--- config.mk ---
export PLATFORM = sky130hd
export DESIGN_NAME = keypad_scanner
export DESIGN_NICKNAME = d
export VERILOG_FILES = /design/src/rtl/keypad_scanner.sv
export SDC_FILE = /design/constraint.sdc
export NUM_CORES = 1
export LEC_CHECK = 0
export ABC_AREA = 1
export ABC_CLOCK_PERIOD_IN_PS = 1350
export CAP_MARGIN = 20
export CORE_MARGIN = 3
export CORE_UTILIZATION = 52
export CTS_CLUSTER_SIZE = 40
export DETAILED_ROUTE_END_ITERATION = 8
export PLACE_DENSITY = 0.75
export RECOVER_POWER = 25
export SLEW_MARGIN = 20
export SYNTH_ARGS = -nofsm -noshare
export SYNTH_HDL_FRONTEND = slang
export SYNTH_SLANG_ARGS = --single-unit
--- constraint.sdc ---
create_clock -name clk -period 1.35 [get_ports clk]
set_input_delay 0.27 -clock clk [delete_from_list [all_inputs] [get_ports clk]]
set_output_delay 0.27 -clock clk [all_outputs]
set_load 0.1 [all_outputs]
--- src/rtl/keypad_scanner.sv ---
// 4x4 matrix keypad scanner: column scan, row debounce, ASCII key output.
// Define KEYPAD_AUTOREPEAT_EN to emit repeat codes while a key stays held.
module keypad_scanner #(
  parameter int SCAN_DIV     = 250,
  parameter int DEBOUNCE_CNT = 5000,
  parameter int REPEAT_CNT   = 125000
) (
  input  logic       clk,
  input  logic       rst,
  input  logic [3:0] row,
  output logic [3:0] col,
  output logic [6:0] key_data_out,
  output logic       key_data_ready,
  output logic       key_busy
);

  localparam int DW = $clog2(SCAN_DIV + 1);
  localparam int BW = $clog2(DEBOUNCE_CNT + 1);
  localparam logic [DW-1:0] DWELL_LAST  = DW'(SCAN_DIV - 1);
  localparam logic [BW-1:0] STABLE_LAST = BW'(DEBOUNCE_CNT - 1);

  if (SCAN_DIV < 1 || DEBOUNCE_CNT < 1 || REPEAT_CNT < 1) begin : g_param_check
    $error("keypad_scanner: SCAN_DIV, DEBOUNCE_CNT and REPEAT_CNT must be >= 1");
  end

  typedef enum logic [1:0] {
    SCAN,
    DEBOUNCE,
    EMIT,
    WAIT_REL
  } state_t;

  state_t          state;
  logic [3:0]      row_meta;
  logic [3:0]      row_sync;
  logic [1:0]      col_idx;
  logic [1:0]      row_idx;
  logic [DW-1:0]   dwell_cnt;
  logic [BW-1:0]   stable_cnt;

`ifdef KEYPAD_AUTOREPEAT_EN
  localparam int RW = $clog2(REPEAT_CNT + 1);
  localparam logic [RW-1:0] RPT_LAST = RW'(REPEAT_CNT - 1);
  logic [RW-1:0] rpt_cnt;
`endif

  function automatic logic [3:0] one_cold(input logic [1:0] idx);
    return ~(4'b0001 << idx);
  endfunction

  function automatic logic [1:0] lowest_low(input logic [3:0] rows);
    if (!rows[0])      return 2'd0;
    else if (!rows[1]) return 2'd1;
    else if (!rows[2]) return 2'd2;
    else               return 2'd3;
  endfunction

  function automatic logic [6:0] key_ascii(input logic [1:0] r, input logic [1:0] c);
    case ({r, c})
      4'h0: return 7'h31;
      4'h1: return 7'h32;
      4'h2: return 7'h33;
      4'h3: return 7'h41;
      4'h4: return 7'h34;
      4'h5: return 7'h35;
      4'h6: return 7'h36;
      4'h7: return 7'h42;
      4'h8: return 7'h37;
      4'h9: return 7'h38;
      4'hA: return 7'h39;
      4'hB: return 7'h43;
      4'hC: return 7'h2A;
      4'hD: return 7'h30;
      4'hE: return 7'h23;
      default: return 7'h44;
    endcase
  endfunction

  // Only the captured row of the held column is watched while debouncing, so other keys cannot interfere.
  always_ff @(posedge clk) begin
    if (!rst) begin
      state          <= SCAN;
      row_meta       <= 4'hF;
      row_sync       <= 4'hF;
      col_idx        <= 2'd0;
      row_idx        <= 2'd0;
      dwell_cnt      <= '0;
      stable_cnt     <= '0;
      col            <= 4'b1110;
      key_data_out   <= 7'h00;
      key_data_ready <= 1'b0;
      key_busy       <= 1'b0;
`ifdef KEYPAD_AUTOREPEAT_EN
      rpt_cnt        <= '0;
`endif
    end else begin
      row_meta       <= row;
      row_sync       <= row_meta;
      key_data_ready <= 1'b0;
      case (state)
        SCAN: begin
`ifdef KEYPAD_AUTOREPEAT_EN
          rpt_cnt <= '0;
`endif
          if (dwell_cnt == DWELL_LAST) begin
            dwell_cnt <= '0;
            if (&row_sync) begin
              col_idx <= col_idx + 2'd1;
              col     <= one_cold(col_idx + 2'd1);
            end else begin
              row_idx    <= lowest_low(row_sync);
              stable_cnt <= '0;
              key_busy   <= 1'b1;
              state      <= DEBOUNCE;
            end
          end else begin
            dwell_cnt <= dwell_cnt + 1'b1;
          end
        end
        DEBOUNCE: begin
          if (row_sync[row_idx]) begin
            stable_cnt <= '0;
            col_idx    <= col_idx + 2'd1;
            col        <= one_cold(col_idx + 2'd1);
            key_busy   <= 1'b0;
            state      <= SCAN;
          end else if (stable_cnt == STABLE_LAST) begin
            stable_cnt     <= '0;
            key_data_out   <= key_ascii(row_idx, col_idx);
            key_data_ready <= 1'b1;
            state          <= EMIT;
          end else begin
            stable_cnt <= stable_cnt + 1'b1;
          end
        end
        EMIT: begin
          stable_cnt <= '0;
          state      <= WAIT_REL;
`ifdef KEYPAD_AUTOREPEAT_EN
          // The emit cycle already counts toward the first repeat period.
          rpt_cnt <= (row_sync[row_idx] || REPEAT_CNT == 1) ? '0 : RW'(1);
`endif
        end
        WAIT_REL: begin
          if (&row_sync) begin
            if (stable_cnt == STABLE_LAST) begin
              stable_cnt <= '0;
              col_idx    <= col_idx + 2'd1;
              col        <= one_cold(col_idx + 2'd1);
              key_busy   <= 1'b0;
              state      <= SCAN;
            end else begin
              stable_cnt <= stable_cnt + 1'b1;
            end
          end else begin
            stable_cnt <= '0;
          end
`ifdef KEYPAD_AUTOREPEAT_EN
          if (row_sync[row_idx]) begin
            rpt_cnt <= '0;
          end else if (rpt_cnt == RPT_LAST) begin
            rpt_cnt        <= '0;
            key_data_ready <= 1'b1;
          end else begin
            rpt_cnt <= rpt_cnt + 1'b1;
          end
`endif
        end
        default: state <= SCAN;
      endcase
    end
  end

endmodule

==> impl_metrics.csv, run 1 <==
group,metric,value,unit
pwr,peakVddDrop,0.520,mV
yosys,synth.area.top_cells,"dfxtp_1, nand2_1, nor2_1",
route,wl_per_cell,16.0,um
final_layout,area_delta_synth_final,51.5,%
sta,fin_ws,-201,ps
worst_setup_path,rr_worst_depth,10,
yosys,post-synth-top-count-cell,"nand2_1",
pwr,total_power,2.82,mW
route,drc_errors,0,
die,die_w,75.4,um
final_layout,fin_util,0.844,
route,first_pass_iters,5,
yosys,yosysWarnings,0,
clock_tree,cts_buffer_depth,2,
route,via_per_inst,5.67,
sta,setup_viol,35,
clock_tree,h-tree-depth,2,
clock_tree,cts_tree,"done",
yosys,synth_async_sr_flop_share,0,
place,gp_congestion,0.865,
worst_setup_path,startpoint_type,"flop",
die,fp.dieH,75.4,um
yosys,ys_seq_elements,48,
route,vias,2735,
route,postRouteAntennaNets,0,
yosys,synth.top_cell.area_share,0.383,
clock_tree,clk_pin_slew,100,ps
worst_setup_path,worstSetupPathType,"reg -> reg",
worst_hold_path,hold_path_class,"reg -> reg",
route,drt-total-wl,7700,um
yosys,synthFlopType,"dfxtp_1",
grt,grt_pass1_wl,11300,um
die,num_rows,24,
yosys,synth_edf_count,0,
yosys,seq_area_frac_synth,0.383,
sta,hold_viol,0,
sta,worst_pin_slew,331,ps
clock_tree,clk_latency,310,ps
grt,grt_overflow,0,
status,violations,"negative setup slack",
sta,tns,-3770,ps
sta,fin_crit,1550,ps
status,status,"finished with violations",
yosys,synthDistinctLibCells,37,
clock_tree,clock_sinks,48,
worst_hold_path,worstHoldPathCells,1,
final_layout,seqCellArea,980,um2
yosys,synth_area,2510,um2
route,drt_iter0_markers,250,
sta,skew,8.15,ps
worst_setup_path,crit_arrival,1770,ps
worst_setup_path,crit_required,1570,ps
sta,min_period_over_period,1.15,
yosys,yosys-top-cells-count,"nand2_1, dfxtp_1, nor2_1",
yosys,netlist_instances,346,
place,portBuffers,18,
die,start_util,0.557,
grt,grt_pass1_vias,2466,
yosys,syn_nets,363,
final_layout,fill_cells,228,
yosys,syn_area_per_cell,7.25,um2
sta,drv_slew,0,
pwr,cellLeakagePower,1.66,nW
place,dpl.hpwl,4300,um
place,place_ws,-171,ps
final_layout,multi_input_area,1620,um2
grt,antenna_found_initial,0,
sta,rsz0062_at_grt,"yes",
die,core_area,4500,um2
clock_tree,clockRootBuffer,"clkbuf_8",
grt,grt_max_degree,19,
grt,grt.total_usage,0.259,
final_layout,drive_gt1_frac,0.416,
job,drv_cap,0,
sta,fmax,0.645,GHz
pwr,pwr_density_cell,742,nW/um2
worst_setup_path,end_kind,"flop",
die,die_area,5690,um2
worst_setup_path,crit_fanout,5,
yosys,synth_top_cell_by_area,"dfxtp_1",
die,ios,19,
final_layout,antenna_cells,0,
clock_tree,cts-buffers-inserted,5,
final_layout,final_net_count,446,
sta,timing.slew.headroom,0.779,
-- cell families (layout without fill, tap and decap cells) --
kind of cell	Yosys count	in the layout	synth area share
simple gates	186	187	0.359
buf+inv	50	133	0.0768
flops	48	48	0.383
fa+ha+maj	11	11	0.0549
xor+xnor	7	7	0.0245
compound gates	44	44	0.102
-- worst paths after layout --
kind              slack (ps)           from           to
setup / recovery        -200  stable_cnt[0]   col_idx[0]
hold / removal           420    row_meta[0]  row_sync[0]
setup reg to reg        -200  stable_cnt[0]   col_idx[0]
hold reg to reg          420    row_meta[0]  row_sync[0]
-- repair_timing --
action	in CTS	in global routing
resized for setup	47	39
hold endpoints to repair	0	0
cloned	1	0
hold buffers	0	0
buffers inserted	3	4
setup endpoints to repair	34	40
pin swaps	24	20
-- area by class of cell --
class,instances,area share
inverters,45,0.0458
clock buffers,6,0.0247
flip-flops and latches,48,0.258
well taps,52,0.0171
repair buffers,80,0.218
clock inverters,2,0.0102
multi-input cells,249,0.427
-- state kept, by name, summed over array words and instances, names as in the netlist, named ones only --
name / cells
row_meta: 4
key_data_out: 7
col: 4
state: 1
key_busy: 1
stable_cnt: 13
key_data_ready: 1
row_sync: 4
row_idx: 2
dwell_cnt: 8
col_idx: 2
-- placed cells by master (no fill, tap or decap), drive strengths merged, types with 5 or more instances in the layout --
master,Yosys,layout
nor3,10,10
o21ai,18,18
inv,45,46
clkbuf,2,7
nand2,79,79
clkdlybuf4s50,0,5
xor2,6,6
dfxtp,48,48
ha,11,11
nor2,57,58
nand3,24,24
buf,3,74
or2,8,8
a21oi,15,15
-- metrics by stage --
step	cells	hold WS, ps	cell area, um2
global route	482	445	3800
floorplan	346	377	2550
detailed placement	466	398	3340
global placement	466	394	3340
finish	482	420	3800
CTS	478	422	3660
-- layer usage --
layer / wire length, um / vias to the layer above / track usage
li1: - / 1267 / -
met1: 3040 / 1274 / 0.310
met2: 3840 / 155 / 0.467
met3: 561 / 39 / 0.0475
met4: 252 / 0 / 0.0854
met5: 0 / - / 0
-- critical path, cell delays in order (launching register included) --
cell     delay (ps)
dfxtp_2         360
ha_4            160
nand2_4          80
nor2_4          160
nand3_4         100
nand2_2         110
nand2_4         100
nor2_8          170
nand2_2          80
nand2_1         100
nor2_1           50
-- power by group --
group          switching, mW  internal [mW]
Sequential           0.00946           1.43
Combinational         0.0867         0.0818
Clock                  0.537          0.672
Power figures use the tool's default switching activity.
==> run 2: changes to the inputs <==
MAX_ROUTING_LAYER = met4   (was default)
==> run 2 against run 1 <==
  * The flow still finishes with violations (negative setup slack)
  * Non-clock buffer count stayed put
  * Design area stayed put
  * Largest power group unchanged
  * Critical path type unchanged
  * Total power is 0.18% lower
  * Setup slack hardly changed
  * Count of clock-buffer cells in the layout stayed put
  * Highest routed layer unchanged
  * Global-route usage is 0.85 points higher
  * Maximum frequency hardly changed
  * Register-to-register slack hardly changed
  * Sequential power hardly changed
  * Sequential share of layout area stayed put
  * Critical endpoint unchanged
==> impl_metrics.csv, run 2 (synthesis gave the netlist of run 1 again) <==
group,metric,value,unit
status,status,"finished with violations",
status,violations,"negative setup slack",
final_layout,fin_util,0.844,
die,die_w,75.4,um
clock_tree,clk_pin_slew,100,ps
die,die_area,5690,um2
sta,fin_crit,1550,ps
place,portBuffers,18,
route,wl_met3,521,um
grt,grt_overflow,0,
route,drt_iter0_markers,275,
final_layout,largest_reg_flops,13,
final_layout,area_delta_synth_final,51.5,%
sta,min_period_over_period,1.15,
grt,grt_pass1_wl,11300,um
route,top_layer_used,"met4",
route,vias,2708,
final_layout,final_net_count,446,
die,core_area,4500,um2
pwr,cellLeakagePower,1.66,nW
route,postRouteAntennaNets,0,
final_layout,layout_common_cells,"nand2_1, buf_4, nor2_1, dfxtp_1, inv_1",
final_layout,antenna_cells,0,
pwr,power_frac_seq,0.512,
sta,timing.slew.headroom,0.782,
sta,hold_viol,0,
route,drc_errors,0,
worst_hold_path,min_from,"row_meta[0]",
route,wl_met2,3850,um
final_layout,regMostFlops,"stable_cnt",
route,drt-total-wl,7670,um
worst_setup_path,worstSetupPathType,"reg -> reg",
pwr,combPwrFrac,0.060,
worst_setup_path,crit_start,"stable_cnt[0]",
grt,grt_pass1_vias,2460,
sta,fin_ws,-200,ps
worst_setup_path,crit_slowest_cell,"dfxtp_2",
final_layout,seqCellArea,980,um2
route,wl_met1,3030,um
place,gp_congestion,0.879,
final_layout,multi_input_area,1620,um2
sta,skew,13.2,ps
sta,fmax,0.645,GHz
die,fp.dieH,75.4,um
route,wl_per_cell,15.9,um
worst_setup_path,crit_required,1570,ps
grt,grt_max_degree,19,
clock_tree,cts-buffers-inserted,5,
sta,hold_ws,420,ps
worst_setup_path,startpoint_type,"flop",
clock_tree,h-tree-depth,2,
clock_tree,cts_buffer_depth,2,
pwr,peakVddDrop,0.523,mV
grt,grt.total_usage,0.268,
place,placed_area,3340,um2
worst_setup_path,r2r_slack,-200,ps
place,place_ws,-171,ps
die,num_rows,24,
sta,rsz0062_at_grt,"yes",
pwr,clkPwrFrac,0.428,
worst_setup_path,r2r_start,"stable_cnt[0]",
worst_setup_path,path_cells,"ha_4 -> nand2_4 -> nor2_4 -> nand3_4 -> nand2_2 -> nand2_4 -> nor2_8 -> nand2_2 -> nand2_1 -> nor2_1",
worst_setup_path,rr_worst_depth,10,
pwr,p_sw_frac,0.223,
sta,setup_viol,35,
clock_tree,cts_tree,"done",
worst_setup_path,slowest_delay,360,ps
worst_setup_path,crit_arrival,1770,ps
grt,antenna_found_initial,0,
worst_hold_path,worstHoldPathCells,1,
final_layout,design_area,3800,um2
final_layout,fill_cells,228,
place,dpl.hpwl,4300,um
sta,tns,-3620,ps
worst_setup_path,regToRegEndpoint,"col_idx[0]",
worst_hold_path,hold_path_class,"reg -> reg",
clock_tree,clk_latency,310,ps
worst_setup_path,end_kind,"flop",
route,via_per_inst,5.62,
clock_tree,clock_sinks,48,
pwr,pwr_density_cell,740,nW/um2
die,ios,19,
final_layout,drive_gt1_frac,0.416,
pwr,power.switching,0.628,mW
worst_setup_path,crit_fanout,5,
sta,worst_pin_slew,327,ps
final_layout,layout_commonest_cell,"nand2_1",
final_layout,top_regs,"stable_cnt: 13 flops, dwell_cnt: 8 flops, key_data_out: 7 flops",
sta,drv_slew,0,
job,drv_cap,0,
worst_hold_path,min_to,"row_sync[0]",
route,first_pass_iters,5,
clock_tree,clockRootBuffer,"clkbuf_8",
die,start_util,0.557,
pwr,p_int,2.19,mW
## run 2: cell type report
| class | instances | area share |
|---|---|---|
| Clock buffer | 6 | 0.0247 |
| Sequential cell | 48 | 0.258 |
| Multi-Input combinational cell | 249 | 0.427 |
| Timing Repair Buffer | 80 | 0.218 |
| Tap cell | 52 | 0.0171 |
| Clock inverter | 2 | 0.0102 |
| Inverter | 45 | 0.0458 |
## run 2: per-stage QoR
step                      std cells  total power [mW]
final                           482              2.81
after global routing            482              2.89
after CTS                       478              2.82
after detailed placement        466              1.62
after global placement          466              1.61
after floorplan                 346              1.55
## run 2: what timing repair did
item,in CTS,in global routing
setup endpoints to repair,34,40
hold buffers,0,0
cloned,1,0
endpoints found under the hold margin,0,0
pin swaps,24,20
resized for setup,47,39
setup buffers,3,4
## run 2: worst max-delay path by stage
stage | to | cells after the start
3_5_place_dp | col[1] | 11
2_1_floorplan | col[1] | 11
5_1_grt | stable_cnt[11] | 10
4_1_cts | col[3] | 11
3_3_place_gp | col[1] | 11
6_report | col_idx[0] | 10
## run 2: power groups by stage
stage               registers [mW]  logic (mW)  clock network, mW
global placement              1.48       0.140                  0
finish                        1.44       0.169               1.20
floorplan                     1.48      0.0729                  0
global route                  1.44       0.185               1.26
detailed placement            1.48       0.147                  0
CTS                           1.44       0.163               1.21
## run 2: per-layer routing
metal,vias up,GRT usage
met1,1248,0.311
li1,1272,-
met4,0,0.0854
met5,-,-
met3,38,0.0475
met2,150,0.467
## run 2: critical path, delay by kind of cell (launching register included)
family / cells / cell delay, ps
fa+ha+maj: 1 / 160
flops: 1 / 360
simple gates: 9 / 950
